### src/rtl/register_file_mp_pkg.sv
// Shared types and helpers for the multi-port register file.
//   rf_state_e      : clear-sequencer states
//   bytes_per_word  : number of byte lanes in a word of a given width
//   byte_merge      : per-lane merge of an old and a new word under byte enables
// Words up to RF_MAX_DW bits are supported. Callers zero-extend their operands
// and truncate the result back to their own width.
package register_file_pkg;

  typedef enum logic {
    RF_CLEAR = 1'b0,
    RF_READY = 1'b1
  } rf_state_e;

  localparam int RF_MAX_DW = 256;
  localparam int RF_MAX_BE = RF_MAX_DW / 8;

  function automatic int bytes_per_word(input int dw);
    return dw / 8;
  endfunction

  // Lanes with be[b]=1 take new_w, the rest keep old_w.
  function automatic logic [RF_MAX_DW-1:0] byte_merge(
    input logic [RF_MAX_DW-1:0] old_w,
    input logic [RF_MAX_DW-1:0] new_w,
    input logic [RF_MAX_BE-1:0] be
  );
    logic [RF_MAX_DW-1:0] m;
    m = old_w;
    for (int b = 0; b < RF_MAX_BE; b++) begin
      if (be[b]) m[8*b +: 8] = new_w[8*b +: 8];
    end
    return m;
  endfunction

endpackage

### src/rtl/register_file_mp_clear_seq.sv
// Post-reset clear sequencer: sweeps every entry once, issuing a zero write
// per cycle, then idles in READY.
//   clk_i, rst_i   : clock, synchronous active-high reset
//   clr_addr_o     : entry being cleared this cycle
//   clr_we_o       : clear write strobe for clr_addr_o
//   busy_o         : registered, high while the sweep is in progress
module rf_clear_seq
  import register_file_pkg::*;
#(
  parameter int ADDR_WIDTH     = 2,
  parameter bit CLEAR_ON_RESET = 1'b1
) (
  input  logic                  clk_i,
  input  logic                  rst_i,
  output logic [ADDR_WIDTH-1:0] clr_addr_o,
  output logic                  clr_we_o,
  output logic                  busy_o
);

  localparam logic [ADDR_WIDTH-1:0] LAST_ADDR = '1;

  rf_state_e             state_q;
  logic [ADDR_WIDTH-1:0] cnt_q;
  logic                  busy_q;

  always_ff @(posedge clk_i) begin
    if (rst_i) begin
      state_q <= CLEAR_ON_RESET ? RF_CLEAR : RF_READY;
      cnt_q   <= '0;
      busy_q  <= CLEAR_ON_RESET;
    end else begin
      case (state_q)
        RF_CLEAR: begin
          cnt_q <= cnt_q + 1'b1;
          // The last entry is written on this same edge, so busy drops with it.
          if (cnt_q == LAST_ADDR) begin
            state_q <= RF_READY;
            busy_q  <= 1'b0;
          end
        end
        default: begin
          state_q <= RF_READY;
          busy_q  <= 1'b0;
        end
      endcase
    end
  end

  // Suppressed while reset is held so a reset mid-sweep does not write.
  assign clr_we_o   = (state_q == RF_CLEAR) && !rst_i;
  assign clr_addr_o = cnt_q;
  assign busy_o     = busy_q;

endmodule

### src/rtl/register_file_mp.sv
// Register file with one byte-enabled write port and NUM_RD_PORTS registered
// read ports. Reads see a same-cycle write to the same address (write-first,
// merged per byte lane). An optional clear sequencer zeroes all entries after
// reset; while it runs, reads and writes are ignored.
//   i_Clk, i_Rst                    : clock, synchronous active-high reset
//   i_Wr_En/_Addr/_Data/_Be         : write port with byte enables
//   i_Rd_En, i_Rd_Addr              : per-port read strobes, packed addresses
//   o_Rd_Data, o_Rd_Valid           : packed registered read data, per-port pulse
//   o_Init_Busy                     : high while the clear sweep runs
module register_file_mp
  import register_file_pkg::*;
#(
  parameter int DATA_WIDTH     = 16,
  parameter int ADDR_WIDTH     = 2,
  parameter int NUM_RD_PORTS   = 2,
  parameter bit CLEAR_ON_RESET = 1'b1
) (
  input  logic                               i_Clk,
  input  logic                               i_Rst,
  input  logic                               i_Wr_En,
  input  logic [ADDR_WIDTH-1:0]              i_Wr_Addr,
  input  logic [DATA_WIDTH-1:0]              i_Wr_Data,
  input  logic [DATA_WIDTH/8-1:0]            i_Wr_Be,
  input  logic [NUM_RD_PORTS-1:0]            i_Rd_En,
  input  logic [NUM_RD_PORTS*ADDR_WIDTH-1:0] i_Rd_Addr,
  output logic [NUM_RD_PORTS*DATA_WIDTH-1:0] o_Rd_Data,
  output logic [NUM_RD_PORTS-1:0]            o_Rd_Valid,
  output logic                               o_Init_Busy
);

  localparam int BPW   = bytes_per_word(DATA_WIDTH);
  localparam int DEPTH = 1 << ADDR_WIDTH;

  logic [DATA_WIDTH-1:0]              mem_q [DEPTH];
  logic [NUM_RD_PORTS*DATA_WIDTH-1:0] rd_data_q, rd_data_d;
  logic [NUM_RD_PORTS-1:0]            rd_valid_q, rd_valid_d;
  logic [ADDR_WIDTH-1:0]              rd_addr [NUM_RD_PORTS];
  logic [DATA_WIDTH-1:0]              rd_word [NUM_RD_PORTS];

  logic [ADDR_WIDTH-1:0] clr_addr;
  logic                  clr_we;
  logic                  busy;
  logic                  ready;

  rf_clear_seq #(
    .ADDR_WIDTH    (ADDR_WIDTH),
    .CLEAR_ON_RESET(CLEAR_ON_RESET)
  ) u_clear_seq (
    .clk_i     (i_Clk),
    .rst_i     (i_Rst),
    .clr_addr_o(clr_addr),
    .clr_we_o  (clr_we),
    .busy_o    (busy)
  );

  assign ready = !busy && !i_Rst;

  // Storage: the clear sweep has priority; user writes only when ready.
  always_ff @(posedge i_Clk) begin
    if (clr_we) begin
      mem_q[clr_addr] <= '0;
    end else if (ready && i_Wr_En) begin
      for (int b = 0; b < BPW; b++) begin
        if (i_Wr_Be[b]) mem_q[i_Wr_Addr][8*b +: 8] <= i_Wr_Data[8*b +: 8];
      end
    end
  end

  always_comb begin
    rd_data_d  = rd_data_q;
    rd_valid_d = '0;
    for (int p = 0; p < NUM_RD_PORTS; p++) begin
      rd_addr[p] = i_Rd_Addr[p*ADDR_WIDTH +: ADDR_WIDTH];
      rd_word[p] = mem_q[rd_addr[p]];
      if (i_Wr_En && (i_Wr_Addr == rd_addr[p])) begin
        rd_word[p] = DATA_WIDTH'(byte_merge(RF_MAX_DW'(rd_word[p]),
                                            RF_MAX_DW'(i_Wr_Data),
                                            RF_MAX_BE'(i_Wr_Be)));
      end
      rd_valid_d[p] = ready && i_Rd_En[p];
      if (rd_valid_d[p]) rd_data_d[p*DATA_WIDTH +: DATA_WIDTH] = rd_word[p];
    end
  end

  always_ff @(posedge i_Clk) begin
    if (i_Rst) begin
      rd_data_q  <= '0;
      rd_valid_q <= '0;
    end else begin
      rd_data_q  <= rd_data_d;
      rd_valid_q <= rd_valid_d;
    end
  end

  assign o_Rd_Data   = rd_data_q;
  assign o_Rd_Valid  = rd_valid_q;
  assign o_Init_Busy = busy;

endmodule

### config.mk
export PLATFORM = sky130hd
export DESIGN_NAME = register_file_mp
export DESIGN_NICKNAME = d
export VERILOG_FILES = /design/src/rtl/register_file_mp_pkg.sv /design/src/rtl/register_file_mp_clear_seq.sv /design/src/rtl/register_file_mp.sv
export SDC_FILE = /design/constraint.sdc
export NUM_CORES = 1
export LEC_CHECK = 0
export BUFFER_PORTS_ARGS = -buffer_cell sky130_fd_sc_hd__buf_4
export CORE_MARGIN = 3
export CORE_UTILIZATION = 30
export CTS_BUF_LIST = sky130_fd_sc_hd__clkbuf_8
export DETAILED_ROUTE_END_ITERATION = 8
export RECOVER_POWER = 50
export SYNTH_ARGS = -nofsm -noshare
export SYNTH_HDL_FRONTEND = slang
export SYNTH_HIERARCHICAL = 1
export SYNTH_SLANG_ARGS = --single-unit
### constraint.sdc
create_clock -name i_Clk -period 5.7 [get_ports i_Clk]
set_clock_uncertainty 0.1 [all_clocks]
set_input_delay 1.14 -clock i_Clk [delete_from_list [all_inputs] [get_ports i_Clk]]
set_output_delay 1.14 -clock i_Clk [all_outputs]
set_load 0.01 [all_outputs]
==> results of run 1 <==
==> cells in the mapped netlist (2+ instances only) <==
master,n
o21ai_0,3
inv_1,2
nand3b_1,32
mux4_2,32
nor2_1,8
clkbuf_1,17
edfxtp_1,64
a31oi_1,2
buf_2,17
nand2_1,34
o211ai_1,33
dfxtp_1,38
a21oi_1,8
xor2_1,5
nand4b_1,2
and3_1,16
nor2b_1,2
o311ai_0,32
or3_1,4
or3b_2,2
==> routing by layer <==
layer | routed length (microns) | share of wire | GRT usage | up-vias
li1 | - | - | - | 1548
met2 | 5132 | 0.43 | 0.1927 | 182
met3 | 1413 | 0.12 | 0.04267 | 14
met4 | 197 | 0.016 | 0.05029 | 0
met5 | 0 | 0 | 0 | -
met1 | 5282 | 0.44 | 0.1980 | 1643
==> metrics by stage <==
step / area, sq um / hold WS (ns) / util
final: 5518 / 0.4106 / 0.3551
after global placement: 5440 / 0.3944 / 0.3501
after CTS: 5640 / 0.4151 / 0.3630
after detailed placement: 5440 / 0.3978 / 0.3501
after floorplan: 4863 / 0.4257 / -
after global routing: 5518 / 0.4347 / 0.3551
==> report_power, final <==
part	switching [mW]	internal, mW	leakage, nW	total (mW)
Clock	0.234	0.224	0.112	0.458
Combinational	0.125	0.0873	0.709	0.212
Sequential	0.0336	0.841	0.937	0.874
==> kinds of logic (layout without fill, tap and decap cells) <==
kind of cell             after synthesis  count (layout)
buffers and inverters                 37              81
AO/OA/AOI/OAI                         79              79
flip-flops                           102             102
XOR/XNOR                               5               5
AND/OR/NAND/NOR                      105             105
adder cells (fa/ha/maj)                1               1
multiplexers                          33              33
==> state kept, by name (all words and copies together), names as in the netlist <==
| register | cells |
|---|---|
| o_Rd_Data | 32 |
| u_clear_seq/clr_addr_o | 2 |
| u_clear_seq/state_q | 1 |
| o_Rd_Valid | 2 |
| mem_q | 64 |
| u_clear_seq/busy_o | 1 |
==> worst min-delay path: cells and delay by family (launching register included) <==
| family | cells | cell delay (ns) |
|---|---|---|
| AOI/OAI and AO/OA | 1 | 0.07 |
| DFF | 1 | 0.32 |
| and+or+nand+nor | 1 | 0.07 |
==> final cells by class <==
| cell class | instances | area share |
|---|---|---|
| tap | 211 | 0.04785 |
| multi-input combinational | 223 | 0.3664 |
| timing repair buffer | 63 | 0.06190 |
| sequential | 102 | 0.4862 |
| inverter | 2 | 0.001361 |
| clock inverter | 5 | 0.008844 |
| clock buffer | 11 | 0.02744 |
==> worst min-delay path by stage <==
| stage | cells after the start | slack, ns | start | to |
|---|---|---|---|---|
| CTS | 2 | 0.42 | o_Rd_Data[3] | o_Rd_Data[3] |
| finish | 2 | 0.41 | o_Rd_Data[25] | o_Rd_Data[25] |
| global route | 2 | 0.43 | o_Rd_Data[31] | o_Rd_Data[31] |
| global placement | 2 | 0.39 | o_Rd_Data[23] | o_Rd_Data[23] |
| floorplan | 2 | 0.43 | o_Rd_Data[29] | o_Rd_Data[29] |
| detailed placement | 2 | 0.40 | o_Rd_Data[3] | o_Rd_Data[3] |
==> run_results.csv, run 1 <==
group,metric,value,unit
run_status,status,"completed",
worst_setup_path,critPathMaxStageDelay,0.68,ns
placed_design,dp.cells,601,
cts,postCtsSetupBuffers,0,
sta,clock.fmax,284.2,MHz
final_layout,mostFrequentLayoutCell,"edfxtp_1",
final_layout,final.fill_count,1526,
placed_design,portBuffers,63,
synthesis,syn_area,4863,sq um
floorplan,io_pins,64,
final_layout,fin_nets,431,
worst_setup_path,worstSetupStartpoint,"i_Rst",
detailed_routing,drc,0,
cts,clkLatencyLatePin,0.36,ns
worst_setup_path,cp-start-kind,"primary input",
floorplan,fp.dieH,133.3,microns
worst_setup_path,path_cells,"buf_4, nor2_1, or4b_4, or4_4, a21oi_1",
floorplan,chipWidth,133.3,microns
floorplan,core_area,15540,sq um
cts,cts.sinks,102,
synthesis,seq_area_frac_synth,0.5516,
worst_hold_path,hold_class,"register to register",
cts,path_clk_slew,0.09,ns
synthesis,ys_ff_latch,102,
synthesis,synth_edf_count,64,
detailed_routing,routedWlPerCell,19.49,microns
sta,period_share,0.6173,
final_layout,area_delta_synth_final,13.46,%
synthesis,synth_top_flop_cell,"edfxtp_1",
global_route,grt_pass1_wl,19020,microns
sta,hold_viol,0,
detailed_routing,num_vias,3387,
worst_setup_path,r2r_slack,2.96,ns
worst_setup_path,path_depth,5,
global_route,antenna_found_initial,0,
final_layout,finalNonFillerCells,617,
floorplan,row_count,45,
worst_setup_path,cp.arrival,3.40,ns
final_layout,regArea,2683,sq um
synthesis,synth-xor-area-share,0.009004,
worst_setup_path,endpoint_kind,"register",
worst_setup_path,crit_fanout,42,
cts,htree_num_levels,3,
cts,cts_buffers,9,
synthesis,synth_top_family_by_area,"multiplexers",
detailed_routing,drt-initial-drc-count,527,
sta,setup_viol,0,
detailed_routing,antenna_left,0,
sta,fin_ws,2.181,ns
global_route,grt_pass1_vias,3274,
power,vdd_drop_max,0.1126,mV
power,p_leak,1.758,nW
final_layout,multi_input_area,2022,sq um
sta,slew_viol_final,0,
synthesis,synth-adder-area-share,0.002573,
synthesis,yosysTopAreaCell,"edfxtp_1",
synthesis,synth_nets,392,
sta,fin_crit,3.519,ns
synthesis,synth-simple-area-share,0.1281,
synthesis,postSynth.asyncResetShare,0,
final_layout,layout_common_cells,"edfxtp_1 (64), dfxtp_1 (38), clkbuf_1 (35)",
global_route,grt_overflow,0,
worst_setup_path,criticalPathCategory,"primary input to register",
worst_setup_path,required,5.58,ns
detailed_routing,avgViaCountPerCell,5.489,
power,power_density,279.9,nW/um^2
synthesis,ys.warnings.count,6,
synthesis,yosys.area.top_type_share,0.3952,
floorplan,start_util,0.3130,
synthesis,synth_compound_area_frac,0.1240,
worst_setup_path,timing.rr.start,"u_clear_seq/state_q",
sta,rsz0062_at_grt,"no",
worst_setup_path,path_buf_inv,1,
placed_design,dp_hpwl,8930,microns
flow_run,maxCapViolations,0,
global_route,grt_max_degree,43,
cts,clockBufferDepth,2,
sta,worst_pin_slew,1.216,ns
cts,cts-resized-gates,0,
synthesis,muxShareOfSynthArea,0.1502,
sta,maxSlewHeadroom,0.1866,
worst_setup_path,r2r.worst_path.cells,4,
detailed_routing,drt_wl_total,12030,microns
cts,cts_hold_buf,0,
synthesis,synth_top_cells_by_area,"edfxtp_1 (40%), dfxtp_1 (16%), mux4_2 (15%), o311ai_0 (5.8%), o211ai_1 (5.1%)",
synthesis,syn_area_per_cell,13.43,sq um
global_route,track_usage,0.1369,
synthesis,synth.distinct_cells,29,
floorplan,die_area,17780,sq um
worst_setup_path,r2r-end,"mem_q[0][11]",
cts,clockRootBuffer,"clkbuf_8",
synthesis,synth_cells,362,
worst_setup_path,critPathTopFamily,"simple AND/OR/NAND/NOR gates",
placed_design,place.gp.congestion,0.8496,
final_layout,diodes,0,
placed_design,pre_cts_ws,1.474,ns
final_layout,final_layout_size_suffix_gt1_frac,0.1921,
worst_setup_path,crit_end,"mem_q[0][11]",
cts,cts_tree,"built",
sta,setup_tns,0,ns
detailed_routing,drt-pass1-iter-count,5,
worst_setup_path,critical-path-slowest-cell,"a21oi_1",
power,p_total,1.544,mW
Power figures use the tool's default switching activity.
==> inputs of run 2 (changes only) <==
- ABC_AREA: unset -> 1
- clock period: 5.7 -> 3.35 ns (I/O delays scaled with it)
==> run 2 against run 1 <==
- register-to-register slack got worse by 1.9 ns
- worst hold slack worse by 0.039 ns
- area after synthesis grew 7.5%
- clock power up 68%
- global-route usage is 0.91 points higher
- flip-flop and latch count unchanged
- sequential power is 69% higher
- utilization is 0.059 points lower
==> run_results.csv, run 2 <==
group,metric,value,unit
placed_design,place_area,5918,sq um
worst_setup_path,r2r_slack,1.08,ns
final_layout,mostFrequentLayoutCell,"nand2_1",
power,p_seq_frac,0.541,
worst_setup_path,required,3.26,ns
sta,worst_pin_slew,0.9236,ns
worst_setup_path,cp-start-kind,"primary input",
synthesis,seq_area_frac_synth,0.5129,
synthesis,synth_cells,691,
placed_design,pre_cts_ws,0.7349,ns
synthesis,ys_ff_latch,102,
worst_setup_path,cp_common_cell,"nand2_1",
sta,period_share,0.7031,
worst_setup_path,timing.rr.start,"u_clear_seq/busy_o",
sta,fin_crit,2.355,ns
synthesis,synth_edf_count,64,
power,p_leak,2.749,nW
cts,cts-resized-gates,0,
worst_setup_path,r2r-end,"mem_q[0][12]",
worst_hold_path,hold_start,"o_Rd_Data[23]",
sta,rsz0062_at_grt,"no",
worst_setup_path,critical-path-slowest-cell,"nor2_1",
final_layout,area_delta_synth_final,14.00,%
detailed_routing,antenna_left,0,
worst_setup_path,critPathMaxStageDelay,0.54,ns
power,p_switching,0.8068,mW
synthesis,synth.distinct_cells,22,
final_layout,finalNonFillerCells,969,
synthesis,synth_nets,721,
worst_setup_path,r2r.worst_path.cells,7,
cts,cts_tree,"built",
power,vdd_drop_max,0.1676,mV
worst_setup_path,crit_fanout,8,
sta,hold_viol,0,
final_layout,regMostFlops,"mem_q",
cts,cts_buffers,9,
cts,postCtsSetupBuffers,0,
detailed_routing,drc,0,
worst_setup_path,cp.arrival,2.26,ns
synthesis,synth_top_flop_cell,"edfxtp_1",
detailed_routing,num_vias,4536,
global_route,grt_max_degree,36,
worst_setup_path,criticalPathCategory,"primary input to register",
run_status,status,"completed",
synthesis,synth_top_cells_by_area,"edfxtp_1 (37%), nand2_1 (17%), dfxtp_1 (15%), nand3_1 (10%), inv_1 (5.2%)",
worst_hold_path,hold_class,"register to register",
detailed_routing,drt-pass1-iter-count,5,
power,p_total,2.737,mW
final_layout,final_layout_size_suffix_gt1_frac,0.08411,
cts,clkLatencyLatePin,0.37,ns
detailed_routing,avgViaCountPerCell,4.681,
cts,clockRootBuffer,"clkbuf_8",
placed_design,place.gp.congestion,0.8806,
final_layout,diodes,0,
placed_design,portBuffers,63,
sta,whs,0.3715,ns
synthesis,syn_area_per_cell,7.569,sq um
cts,htree_num_levels,3,
detailed_routing,routedWlPerCell,14.87,microns
global_route,antenna_found_initial,0,
global_route,grt_overflow,0,
cts,clockBufferDepth,2,
final_layout,fin_util,0.3545,
sta,setup_tns,0,ns
floorplan,io_pins,64,
sta,slew_viol_final,0,
placed_design,dp_hpwl,10400,microns
power,switching_share,0.2948,
cts,cts_hold_buf,0,
floorplan,die_area,19050,sq um
final_layout,final.fill_count,1820,
synthesis,yosys.area.top_type_share,0.3675,
final_layout,layout_common_cells,"nand2_1 (233), nand3_1 (107), inv_1 (74)",
detailed_routing,drt_wl_total,14410,microns
placed_design,dp.cells,953,
floorplan,row_count,47,
sta,setup_viol,0,
worst_hold_path,holdPathEnd,"o_Rd_Data[23]",
final_layout,largest_register_ffs,64,
final_layout,final_area,5962,sq um
cts,path_clk_slew,0.09,ns
floorplan,chipWidth,138.0,microns
flow_run,maxCapViolations,0,
power,power_density,459.1,nW/um^2
global_route,track_usage,0.1460,
floorplan,fp.dieH,138.0,microns
sta,clock.fmax,424.5,MHz
sta,fin_ws,0.9945,ns
power,clkPwrFrac,0.281,
synthesis,postSynth.asyncResetShare,0,
worst_setup_path,path_cells,"clkbuf_1, nor2_1, nand3_1, nand2_1, nand3_1, nand2_1, nand2_1, nor2_1",
floorplan,start_util,0.3110,
synthesis,syn_area,5230,sq um
detailed_routing,drt-initial-drc-count,333,
global_route,grt_pass1_vias,4128,
synthesis,ys.warnings.count,6,
final_layout,fin_nets,774,
global_route,grt_pass1_wl,22740,microns
synthesis,yosysMostFrequentCell,"nand2_1",
sta,maxSlewHeadroom,0.3836,
worst_hold_path,whs_path_depth,2,
floorplan,core_area,16820,sq um
cts,cts.sinks,102,
power,comb_power_share,0.178,
synthesis,yosys-top-cells-count,"nand2_1 (233), nand3_1 (107), inv_1 (73), edfxtp_1 (64), nor2_1 (61)",
worst_setup_path,endpoint_kind,"register",
worst_setup_path,worstSetupStartpoint,"i_Rst",
power,power.internal,1.930,mW
synthesis,yosysTopAreaCell,"edfxtp_1",
==> run 2: changes by cell type after synthesis, moves of 16 or more <==
cell      delta
and3_1      -16
o21ai_0     +44
nand2_1    +199
nand3b_1    -31
inv_1       +71
o211ai_1    -33
o311ai_0    -32
nor2_1      +53
mux4_2      -32
nand3_1    +107
==> run 2: area by class of cell <==
type                    instances  area [sq um]  area share
clock inverters                 7         65.06     0.01091
well taps                     220         275.3     0.04617
inverters                      79         296.5     0.04974
multi-input cells             477          2095      0.3513
flip-flops and latches        102          2683      0.4499
clock buffers                   9         123.9     0.02078
repair buffers                 75         424.2     0.07114
==> run 2: logic make-up after synthesis <==
| group | after synthesis | synth area share |
|---|---|---|
| DFF | 102 | 0.5129 |
| adders and majority gates | 1 | 0.002392 |
| xor gates and xnor gates | 2 | 0.008375 |
| AOI/OAI and AO/OA | 61 | 0.05909 |
| and+or+nand+nor | 413 | 0.3318 |
| buffers and inverters | 112 | 0.08541 |
==> run 2: metal layers <==
| metal | part of all wire | up-vias | track usage |
|---|---|---|---|
| li1 | - | 2321 | - |
| met1 | 0.45 | 2027 | 0.2033 |
| met2 | 0.46 | 169 | 0.2284 |
| met3 | 0.073 | 19 | 0.03004 |
| met4 | 0.019 | 0 | 0.04732 |
| met5 | 0 | - | 0 |
==> run 2: worst max-delay path, delay by kind of cell <==
| kind | cells | cell delay, ns |
|---|---|---|
| and+or+nand+nor | 7 | 1.44 |
| buffers and inverters | 1 | 0.13 |
==> run 2: power by group through the flow <==
stage	Clock [mW]	Combinational [mW]	Sequential, mW
after floorplan	0	0.308	1.51
after global placement	0	0.504	1.51
after detailed placement	0	0.504	1.51
after CTS	0.790	0.507	1.48
after global routing	0.846	0.548	1.49
final	0.769	0.488	1.48
==> run 2: worst max-delay path by stage <==
stage                   endpoint  slack [ns]  cells after the start
floorplan            mem_q[0][0]        1.18                      7
global placement    mem_q[0][12]        0.78                      8
detailed placement   mem_q[0][9]        0.73                      8
CTS                 mem_q[0][11]        1.12                      7
global route         mem_q[0][8]        0.80                      8
finish              mem_q[0][12]        0.99                      8
==> inputs of run 3 (changes only) <==
- clock period: 3.35 -> 2 ns (I/O delays scaled with it)
==> run 3 against run 2 <==
- power is 65% higher
- final cell count up 1.8%
- register-to-register slack got worse by 0.88 ns
- final area rose by 2.1%
- combinational power is 74% higher
==> run_results.csv, run 3 (synthesis results as in run 2) <==
group,metric,value,unit
global_route,antenna_found_initial,0,
cts,clkLatencyLatePin,0.37,ns
worst_setup_path,path_cells,"nor2_1, clkbuf_1, nand4_1, nand3_1, nand2_1, nand2_1, nor2_1, buf_4",
sta,maxSlewHeadroom,0.6830,
cts,cts_buffers,9,
worst_setup_path,r2r.worst_path.cells,8,
sta,fin_crit,1.802,ns
worst_setup_path,critical-path-slowest-cell,"dfxtp_1",
cts,htree_num_levels,3,
final_layout,regMostFlops,"mem_q",
worst_setup_path,r2r-end,"mem_q[3][12]",
flow_run,maxCapViolations,0,
final_layout,largest_register_ffs,64,
worst_setup_path,cp.arrival,1.83,ns
sta,fin_ws,0.1978,ns
final_layout,mostFrequentLayoutCell,"nand2_1",
worst_setup_path,critPathMaxStageDelay,0.36,ns
cts,cts_hold_buf,0,
floorplan,fp.dieH,138.0,microns
detailed_routing,num_vias,4624,
floorplan,row_count,47,
floorplan,die_area,19050,sq um
final_layout,layout_common_cells,"nand2_1 (233), nand3_1 (107), inv_1 (73)",
power,p_leak,2.822,nW
detailed_routing,drc,0,
final_layout,fin_nets,791,
cts,cts.sinks,102,
worst_hold_path,hold_class,"primary input to register",
global_route,grt_pass1_vias,4271,
placed_design,place.gp.congestion,0.8878,
sta,worst_pin_slew,0.4726,ns
worst_hold_path,hold_start,"i_Rst",
floorplan,chipWidth,138.0,microns
global_route,grt_max_degree,33,
sta,period_share,0.9011,
cts,clockRootBuffer,"clkbuf_8",
detailed_routing,antenna_left,0,
floorplan,start_util,0.3110,
detailed_routing,drt-initial-drc-count,410,
final_layout,area_delta_synth_final,16.44,%
placed_design,pre_cts_ws,0.1220,ns
floorplan,io_pins,64,
cts,clockBufferDepth,2,
sta,clock.fmax,554.9,MHz
detailed_routing,routedWlPerCell,14.65,microns
power,vdd_drop_max,0.2633,mV
detailed_routing,drt-pass1-iter-count,6,
final_layout,multi_input_area,2098,sq um
worst_hold_path,whs_path_depth,2,
cts,postCtsSetupBuffers,0,
worst_setup_path,endpoint_kind,"register",
cts,path_clk_slew,0.10,ns
worst_setup_path,criticalPathCategory,"register to register",
detailed_routing,avgViaCountPerCell,4.690,
global_route,track_usage,0.1477,
sta,setup_tns,0,ns
sta,hold_viol,0,
placed_design,portBuffers,63,
placed_design,place_area,6058,sq um
final_layout,regArea,2683,sq um
worst_setup_path,r2r_slack,0.20,ns
placed_design,dp_hpwl,11140,microns
run_status,status,"completed",
final_layout,final.fill_count,1811,
final_layout,diodes,0,
final_layout,final_area,6090,sq um
power,p_total,4.506,mW
worst_setup_path,cp-start-kind,"register",
global_route,grt_pass1_wl,23240,microns
worst_setup_path,crit_fanout,8,
final_layout,final_layout_size_suffix_gt1_frac,0.1057,
detailed_routing,drt_wl_total,14440,microns
cts,cts_tree,"built",
worst_setup_path,timing.rr.start,"u_clear_seq/busy_o",
floorplan,core_area,16820,sq um
sta,slew_viol_final,0,
worst_hold_path,holdPathEnd,"u_clear_seq/state_q",
global_route,grt_overflow,0,
sta,rsz0062_at_grt,"no",
cts,cts-resized-gates,0,
sta,setup_viol,0,
power,power_density,740.0,nW/um^2
worst_setup_path,required,2.03,ns
[run 3: cell count changes in the layout (fill, tap and decap cells not counted), sizes merged]
cell      before  now
buf           38   56
clkinvlp       0    1
inv           78   79
bufinv         1    0
clkinv         7    6
clkbuf        46   45
[run 3: final cells by class]
class | count | share of cell area
multi-input combinational | 477 | 0.3446
timing repair buffer | 92 | 0.09328
clock inverter | 7 | 0.007397
clock buffer | 9 | 0.02034
sequential | 102 | 0.4405
inverter | 79 | 0.04870
tap | 220 | 0.04520
[run 3: through the flow]
step / util / hold slack (ns) / cells
2_1_floorplan: - / 0.3624 / 691
3_3_place_gp: 0.3602 / 0.3591 / 970
3_5_place_dp: 0.3602 / 0.3635 / 970
4_1_cts: 0.3703 / 0.1048 / 986
5_1_grt: 0.3621 / 0.09300 / 986
6_report: 0.3621 / 0.1157 / 986
[run 3: worst max path at each step]
stage / start / end / slack [ns] / depth (start not counted)
final: u_clear_seq/busy_o / mem_q[3][12] / 0.20 / 8
after floorplan: i_Rst / mem_q[0][0] / 0.1 / 7
after global placement: i_Rst / mem_q[1][8] / 0.15 / 9
after global routing: u_clear_seq/busy_o / mem_q[2][6] / 0.04 / 9
after CTS: u_clear_seq/state_q / mem_q[2][4] / 0.24 / 8
after detailed placement: i_Rst / mem_q[2][4] / 0.12 / 9
[run 3: report_power, final]
group          switching, mW  internal, mW
Sequential            0.0803          2.41
Clock                  0.717         0.454
Combinational          0.558         0.293
Total                   1.35          3.15
[run 3: metal layers]
| metal | routed length (microns) | vias up | GRT usage |
|---|---|---|---|
| met5 | 0 | - | 0 |
| met3 | 839 | 20 | 0.01899 |
| met2 | 6281 | 182 | 0.2230 |
| met1 | 7089 | 2064 | 0.2176 |
| met4 | 233 | 0 | 0.05356 |
| li1 | - | 2358 | - |
[run 3: worst max-delay path, delay by kind of cell, from the launching register on]
family / cells / cell delay [ns]
and+or+nand+nor: 6 / 0.72
DFF: 1 / 0.36
buffers and inverters: 2 / 0.38
